[src/rtl/tlul_sram_responder_pkg.sv]
// Shared TL-UL widths, channel opcodes and the response entry format for the SRAM responder.
package tlul_sram_responder_pkg;

  localparam int TL_AW  = 32;
  localparam int TL_DW  = 32;
  localparam int TL_AIW = 8;
  localparam int TL_DIW = 1;
  localparam int TL_SZW = 2;
  localparam int TL_DBW = TL_DW / 8;

  typedef enum logic [2:0] {
    PutFullData    = 3'h0,
    PutPartialData = 3'h1,
    Get            = 3'h4
  } tl_a_op_e;

  typedef enum logic [2:0] {
    AccessAck     = 3'h0,
    AccessAckData = 3'h1
  } tl_d_op_e;

  typedef struct packed {
    tl_d_op_e            opcode;
    logic [TL_SZW-1:0]   size;
    logic [TL_AIW-1:0]   source;
    logic                error;
    logic [TL_DW-1:0]    data;
  } rsp_entry_t;

  // Byte mask a PutFull must carry for a given size and byte offset in the word.
  function automatic logic [TL_DBW-1:0] full_mask(input logic [TL_SZW-1:0] size,
                                                  input logic [1:0]        off);
    case (size)
      2'd0:    full_mask = 4'b0001 << off;
      2'd1:    full_mask = 4'b0011 << off;
      default: full_mask = 4'b1111;
    endcase
  endfunction

endpackage

[src/rtl/tlul_rsp_fifo.sv]
// In-order response FIFO; head is read straight from storage registers.
module tlul_rsp_fifo
  import tlul_sram_responder_pkg::*;
#(
  parameter int Depth = 2,
  localparam int PtrW = (Depth > 1) ? $clog2(Depth) : 1,
  localparam int CntW = $clog2(Depth + 1)
) (
  input  logic            clk_i,
  input  logic            rst_i,
  input  logic            push_i,
  input  rsp_entry_t      wdata_i,
  input  logic            pop_i,
  output rsp_entry_t      rdata_o,
  output logic            full_o,
  output logic            empty_o,
  output logic [CntW-1:0] cnt_o
);

  rsp_entry_t      mem_q [Depth];
  logic [PtrW-1:0] wptr_q, rptr_q;
  logic [CntW-1:0] cnt_q;
  logic            do_push, do_pop;

  function automatic logic [PtrW-1:0] inc(input logic [PtrW-1:0] p);
    inc = (p == PtrW'(Depth - 1)) ? '0 : p + 1'b1;
  endfunction

  assign full_o  = (cnt_q == CntW'(Depth));
  assign empty_o = (cnt_q == '0);
  assign cnt_o   = cnt_q;
  assign rdata_o = mem_q[rptr_q];
  assign do_pop  = pop_i && !empty_o;
  // A push into a full FIFO is fine when the head leaves in the same cycle.
  assign do_push = push_i && (!full_o || do_pop);

  // Pointer and occupancy bookkeeping.
  always_ff @(posedge clk_i) begin
    if (rst_i) begin
      wptr_q <= '0;
      rptr_q <= '0;
      cnt_q  <= '0;
    end else begin
      if (do_push) wptr_q <= inc(wptr_q);
      if (do_pop)  rptr_q <= inc(rptr_q);
      cnt_q <= cnt_q + CntW'(do_push) - CntW'(do_pop);
    end
  end

  // Entry storage; contents are only visible while the FIFO is non-empty.
  always_ff @(posedge clk_i) begin
    if (do_push) mem_q[wptr_q] <= wdata_i;
  end

endmodule

[src/rtl/tlul_sram_responder.sv]
// TL-UL device endpoint driving a 1-cycle-latency SRAM, responses returned in order.
// Optional feature: define TLUL_RSP_PARITY_EN to require odd per-byte parity on Put* data.
module tlul_sram_responder
  import tlul_sram_responder_pkg::*;
#(
  parameter int SramAw      = 10,
  parameter int Outstanding = 2,
  parameter bit ReadOnly    = 1'b0
) (
  input  logic              clk_i,
  input  logic              rst_i,
  input  logic              tl_a_valid,
  output logic              tl_a_ready,
  input  logic [2:0]        tl_a_bits_opcode,
  input  logic [TL_SZW-1:0] tl_a_bits_size,
  input  logic [TL_AIW-1:0] tl_a_bits_source,
  input  logic [TL_AW-1:0]  tl_a_bits_address,
  input  logic [TL_DBW-1:0] tl_a_bits_mask,
  input  logic [TL_DW-1:0]  tl_a_bits_data,
  input  logic [7:0]        tl_a_bits_user_parity,
  output logic              tl_d_valid,
  input  logic              tl_d_ready,
  output logic [2:0]        tl_d_bits_opcode,
  output logic [TL_SZW-1:0] tl_d_bits_size,
  output logic [TL_AIW-1:0] tl_d_bits_source,
  output logic [TL_DIW-1:0] tl_d_bits_sink,
  output logic [TL_DW-1:0]  tl_d_bits_data,
  output logic              tl_d_bits_error,
  output logic              sram_req_o,
  output logic              sram_we_o,
  output logic [SramAw-1:0] sram_addr_o,
  output logic [31:0]       sram_wdata_o,
  output logic [31:0]       sram_wmask_o,
  input  logic [31:0]       sram_rdata_i
);

  localparam int CntW = $clog2(Outstanding + 1);
  localparam logic [CntW:0] OutstN = Outstanding[CntW:0];

  logic            is_put, is_get, err, par_bad, accept;
  logic [31:0]     wmask_full;
  logic            pend_vld_q, pend_rd_q;
  rsp_entry_t      pend_q, pend_d, push_ent, head, d_ent;
  logic            fifo_empty, unused_fifo_full;
  logic [CntW-1:0] fifo_cnt;
  logic [CntW:0]   inflight;

  assign is_put = (tl_a_bits_opcode == PutFullData) || (tl_a_bits_opcode == PutPartialData);
  assign is_get = (tl_a_bits_opcode == Get);

`ifdef TLUL_RSP_PARITY_EN
  logic unused_par;
  assign unused_par = ^tl_a_bits_user_parity[7:TL_DBW];
  // Each enabled write byte plus its parity bit must have odd weight.
  always_comb begin
    par_bad = 1'b0;
    for (int i = 0; i < TL_DBW; i++) begin
      if (tl_a_bits_mask[i] && !((^tl_a_bits_data[8*i +: 8]) ^ tl_a_bits_user_parity[i]))
        par_bad = 1'b1;
    end
    par_bad = par_bad && is_put;
  end
`else
  logic unused_par;
  assign unused_par = ^tl_a_bits_user_parity;
  assign par_bad    = 1'b0;
`endif

  // Request legality; any failure turns the access into an error response with no SRAM strobe.
  always_comb begin
    err = 1'b0;
    if (!is_put && !is_get)                                      err = 1'b1;
    if (tl_a_bits_size > TL_SZW'(2))                             err = 1'b1;
    if (tl_a_bits_size == TL_SZW'(1) && tl_a_bits_address[0])    err = 1'b1;
    if (tl_a_bits_size == TL_SZW'(2) && tl_a_bits_address[1:0] != 2'b00) err = 1'b1;
    if (tl_a_bits_opcode == PutFullData &&
        tl_a_bits_mask != full_mask(tl_a_bits_size, tl_a_bits_address[1:0])) err = 1'b1;
    if ((tl_a_bits_address >> (SramAw + 2)) != '0)               err = 1'b1;
    if (ReadOnly && is_put)                                      err = 1'b1;
    if (par_bad)                                                 err = 1'b1;
  end

  // Byte enables widened to one bit per data bit.
  always_comb begin
    wmask_full = '0;
    for (int i = 0; i < TL_DBW; i++) wmask_full[8*i +: 8] = {8{tl_a_bits_mask[i]}};
  end

  // The pending stage counts against capacity, so an accepted request always has a FIFO slot.
  assign inflight   = {1'b0, fifo_cnt} + {{CntW{1'b0}}, pend_vld_q};
  assign tl_a_ready = !rst_i && (inflight < OutstN);
  assign accept     = tl_a_valid && tl_a_ready;

  assign sram_req_o   = accept && !err;
  assign sram_we_o    = sram_req_o && is_put;
  assign sram_addr_o  = sram_req_o ? tl_a_bits_address[SramAw+1:2] : '0;
  assign sram_wdata_o = sram_we_o ? tl_a_bits_data : '0;
  assign sram_wmask_o = sram_we_o ? wmask_full : '0;

  // Capture response metadata of the request accepted this cycle.
  always_comb begin
    pend_d = pend_q;
    if (accept) begin
      pend_d.opcode = is_get ? AccessAckData : AccessAck;
      pend_d.size   = tl_a_bits_size;
      pend_d.source = tl_a_bits_source;
      pend_d.error  = err;
      pend_d.data   = '0;
    end
  end

  // Pending stage register; waits one cycle for SRAM read data.
  always_ff @(posedge clk_i) begin
    if (rst_i) begin
      pend_vld_q <= 1'b0;
      pend_rd_q  <= 1'b0;
      pend_q     <= '0;
    end else begin
      pend_vld_q <= accept;
      pend_rd_q  <= sram_req_o && !sram_we_o;
      pend_q     <= pend_d;
    end
  end

  // Only a successful Get carries SRAM data; everything else responds with zero.
  always_comb begin
    push_ent      = pend_q;
    push_ent.data = pend_rd_q ? sram_rdata_i : '0;
  end

  tlul_rsp_fifo #(.Depth(Outstanding)) u_fifo (
    .clk_i   (clk_i),
    .rst_i   (rst_i),
    .push_i  (pend_vld_q),
    .wdata_i (push_ent),
    .pop_i   (tl_d_valid && tl_d_ready),
    .rdata_o (head),
    .full_o  (unused_fifo_full),
    .empty_o (fifo_empty),
    .cnt_o   (fifo_cnt)
  );

  assign tl_d_valid       = !fifo_empty;
  assign d_ent            = tl_d_valid ? head : '0;
  assign tl_d_bits_opcode = d_ent.opcode;
  assign tl_d_bits_size   = d_ent.size;
  assign tl_d_bits_source = d_ent.source;
  assign tl_d_bits_sink   = '0;
  assign tl_d_bits_data   = d_ent.data;
  assign tl_d_bits_error  = d_ent.error;

endmodule

[config.mk]
export PLATFORM = sky130hd
export DESIGN_NAME = tlul_sram_responder
export DESIGN_NICKNAME = d
export VERILOG_FILES = /design/src/rtl/tlul_sram_responder_pkg.sv /design/src/rtl/tlul_rsp_fifo.sv /design/src/rtl/tlul_sram_responder.sv
export SDC_FILE = /design/constraint.sdc
export NUM_CORES = 1
export LEC_CHECK = 0
export ABC_AREA = 1
export ABC_CLOCK_PERIOD_IN_PS = 3500
export BUFFER_PORTS_ARGS = -buffer_cell sky130_fd_sc_hd__buf_2
export CAP_MARGIN = 20
export CORE_UTILIZATION = 48
export CTS_BUF_LIST = sky130_fd_sc_hd__clkbuf_8
export CTS_CLUSTER_SIZE = 8
export DETAILED_ROUTE_END_ITERATION = 10
export GPL_ROUTABILITY_DRIVEN = 1
export PLACE_DENSITY_LB_ADDON = 0.25
export SYNTH_ARGS = -nofsm -noshare
export SYNTH_HDL_FRONTEND = slang
export SYNTH_SLANG_ARGS = --single-unit
[constraint.sdc]
create_clock -name clk_i -period 3.5 [get_ports clk_i]
set_input_delay 0.175 -clock clk_i [delete_from_list [all_inputs] [get_ports clk_i]]
set_output_delay 0.175 -clock clk_i [all_outputs]
set_load 0.005 [all_outputs]
==> impl_metrics.py <==
metrics = {
    "outcome": {
        "status": "finished, final reports clean",
    },
    "die": {
        "die_w_um": 105.2,
        "ioPinCount": 250,
        "num_rows": 37,
        "start_util": 0.4952,
        "die_area_um2": 11070,
        "core_um2": 10320,
        "die_y_um": 105.2,
    },
    "clock_network": {
        "cts_tree": "done",
        "cts_buffers": 9,
        "cts_root_buf": "clkbuf_8",
        "h-tree-depth": 3,
        "clockBufferDepth": 2,
        "clock_latency_ns": 0.35,
        "cts_resized": 0,
        "cts_sinks": 107,
        "path_clk_slew_ns": 0.09,
    },
    "timing": {
        "drv_slew": 0,
        "fin_setup_tns_ns": 0,
        "rsz0062_at_grt": "no",
        "hold_viol_final": 0,
        "clock.fmax_mhz": 352.6,
        "skew_ns": 0.005708,
        "fin_hold_ws_ns": 0.02052,
        "finalSetupViolations": 0,
        "finalCritPeriodShare": 0.8103,
        "setup_ws_ns": 0.6638,
        "period_minus_slack_ns": 2.836,
        "worstMarginPinSlew_ns": 1.052,
        "maxSlewHeadroom": 0.2980,
    },
    "critical_path": {
        "required_ns": 3.32,
        "crit_slowest_cell": "nor2_1",
        "cp_slowest_stage_delay_ns": 0.49,
        "worstPathMaxFanout": 37,
        "crit_path_frequent_cell": "nor2_1",
        "arrival_ns": 2.66,
        "worstSetupPathType": "reg2out",
        "path_cells": "nor2_1 > nand2_1 > inv_2 > nand2_2 > nor2_1 > a21oi_1 > nor2_2 > nand3_4 > nor2_1 > buf_2",
        "cp-end-kind": "primary output",
        "startpoint_type": "register",
    },
    "global_route": {
        "grt_overflow_total": 0,
        "antenna_found_initial": 3,
        "grt_pass1_vias": 4122,
        "grt_pass1_wl_mm": 19.84,
        "grt_max_degree": 46,
        "grt_usage": 0.2352,
    },
    "finish": {
        "fin_nets": 914,
        "layout_commonest_cell": "buf_2",
        "fillers": 912,
        "drive_gt1_frac": 0.3497,
        "final_cell_mix": "buf_2, nand2_1, inv_1",
        "synthToLayoutAreaGrowth_pct": 25.48,
    },
    "synthesis": {
        "synth.avg_cell_area_um2": 8.784,
        "yosys.area.top_type_share": 0.5169,
        "ys.warnings.count": 0,
        "synthCells": 582,
        "ys_types": 23,
        "ys_ff_latch": 107,
        "synth_area_um2": 5112,
        "synthTopCellsByArea": "edfxtp_1, nand2_1, dfxtp_1",
        "yosysSeqAreaShare": 0.5913,
        "synth_area_leader_cell": "edfxtp_1",
    },
    "power": {
        "leakagePower_nw": 3.596,
        "vdd_ir_drop_max_mv": 0.3549,
        "power_density_nw_per_um2": 517.5,
    },
    "job": {
        "drv_cap": 0,
    },
    "routing": {
        "vias_per_cell": 4.756,
        "routed_wl_mm": 12.98,
        "wl_per_cell_um": 13.95,
        "drtIter0Drc": 404,
        "drc_errors": 0,
        "vias": 4423,
        "dr.pass1.iters": 5,
        "postRouteAntennaNets": 0,
    },
    "placement": {
        "dpl_worst_slack_ns": 1.051,
        "place_hpwl_mm": 9.323,
        "io_buffers": 238,
        "gp_congestion": 0.8363,
    },
    "min_path": {
        "hold_path_class": "in2reg",
    },
}
## report_power, final
group          internal (mW)  total [mW]  switching (mW)
Sequential              1.54        1.60          0.0679
Combinational          0.365       0.997           0.632
Clock                  0.341       0.718           0.377
## layout make-up
class	instances	area, um^2	share of cell area
clock buffers	10	137.6	0.02146
inverters	100	375.4	0.05851
flip-flops and latches	107	3024	0.4714
well taps	136	170.2	0.02653
clock inverters	6	51.30	0.007997
repair buffers	245	1246	0.1943
multi-input cells	324	1405	0.2190
diodes	2	5.005	0.0007802
## registers in the layout, indices dropped and copies added (netlist names), named ones only
name and flops:
pend_rd_q 1, u_fifo.cnt_o 2, pend_vld_q 1, u_fifo.wptr_q 1, u_fifo.rptr_q 1, pend_q 12, u_fifo.mem_q 88
## Yosys cell counts, drive strengths merged
master    n
dfxtp    19
ha        2
nand4     3
a211oi    1
clkbuf   15
conb      1
o21ai     7
clkinv    2
edfxtp   88
nand2   168
xor2      1
a21oi    51
buf      38
nor2     76
nand3    12
inv      98
## worst max-delay path, delay by kind of cell, from the launching register on
family / cells / cell delay [ns]
flops: 1 / 0.38
buf+inv: 2 / 0.26
simple gates: 7 / 1.59
compound gates: 1 / 0.09
## logic make-up after synthesis
logic type               Yosys count  share of synthesized area
adder cells (fa/ha/maj)            2                   0.004894
buffers and inverters            153                     0.1397
AO/OA/AOI/OAI                     59                    0.05825
XOR/XNOR                           1                   0.001713
other                              1                  0.0007335
flip-flops                       107                     0.5913
AND/OR/NAND/NOR                  259                     0.2034
## layer usage
layer	GRT usage	wire length, um	up-vias	part of all wire
met5	0	0	-	0
met4	0.1197	314	0	0.024
met3	0.04492	916	20	0.071
met2	0.4187	6769	207	0.52
met1	0.2675	4975	2018	0.38
li1	-	-	2178	-
## final timing paths
| kind | slack (ns) | depth (start not counted) | endpoint | from |
|---|---|---|---|---|
| worst max register to register | 1.45 | 7 | u_fifo.cnt_o[1]$_SDFF_PP0_ | u_fifo.cnt_o[1]$_SDFF_PP0_ |
| worst min-delay path | 0.02 | 3 | pend_q[35]$_SDFFE_PP0P_ | tl_a_bits_source[2] |
| worst max-delay path | 0.66 | 10 | sram_wmask_o[8] | u_fifo.cnt_o[1]$_SDFF_PP0_ |
| worst min register to register | 0.46 | 1 | register | u_fifo.rptr_q$_SDFFE_PP0P_ |
## through the flow
| step | util | total power, mW | cells | instance area (um^2) |
|---|---|---|---|---|
| floorplan | - | 2.160 | 584 | 5120 |
| global placement | 0.6016 | 2.609 | 911 | 6211 |
| detailed placement | 0.6016 | 2.638 | 911 | 6211 |
| CTS | 0.6209 | 3.350 | 928 | 6410 |
| global route | 0.6214 | 3.512 | 930 | 6415 |
| finish | 0.6214 | 3.320 | 930 | 6415 |
## what timing repair did
action	in CTS	in global routing
endpoints found under the hold margin	1	0
setup buffers	0	0
hold buffers	1	0
(Power assumes the default switching activity.)
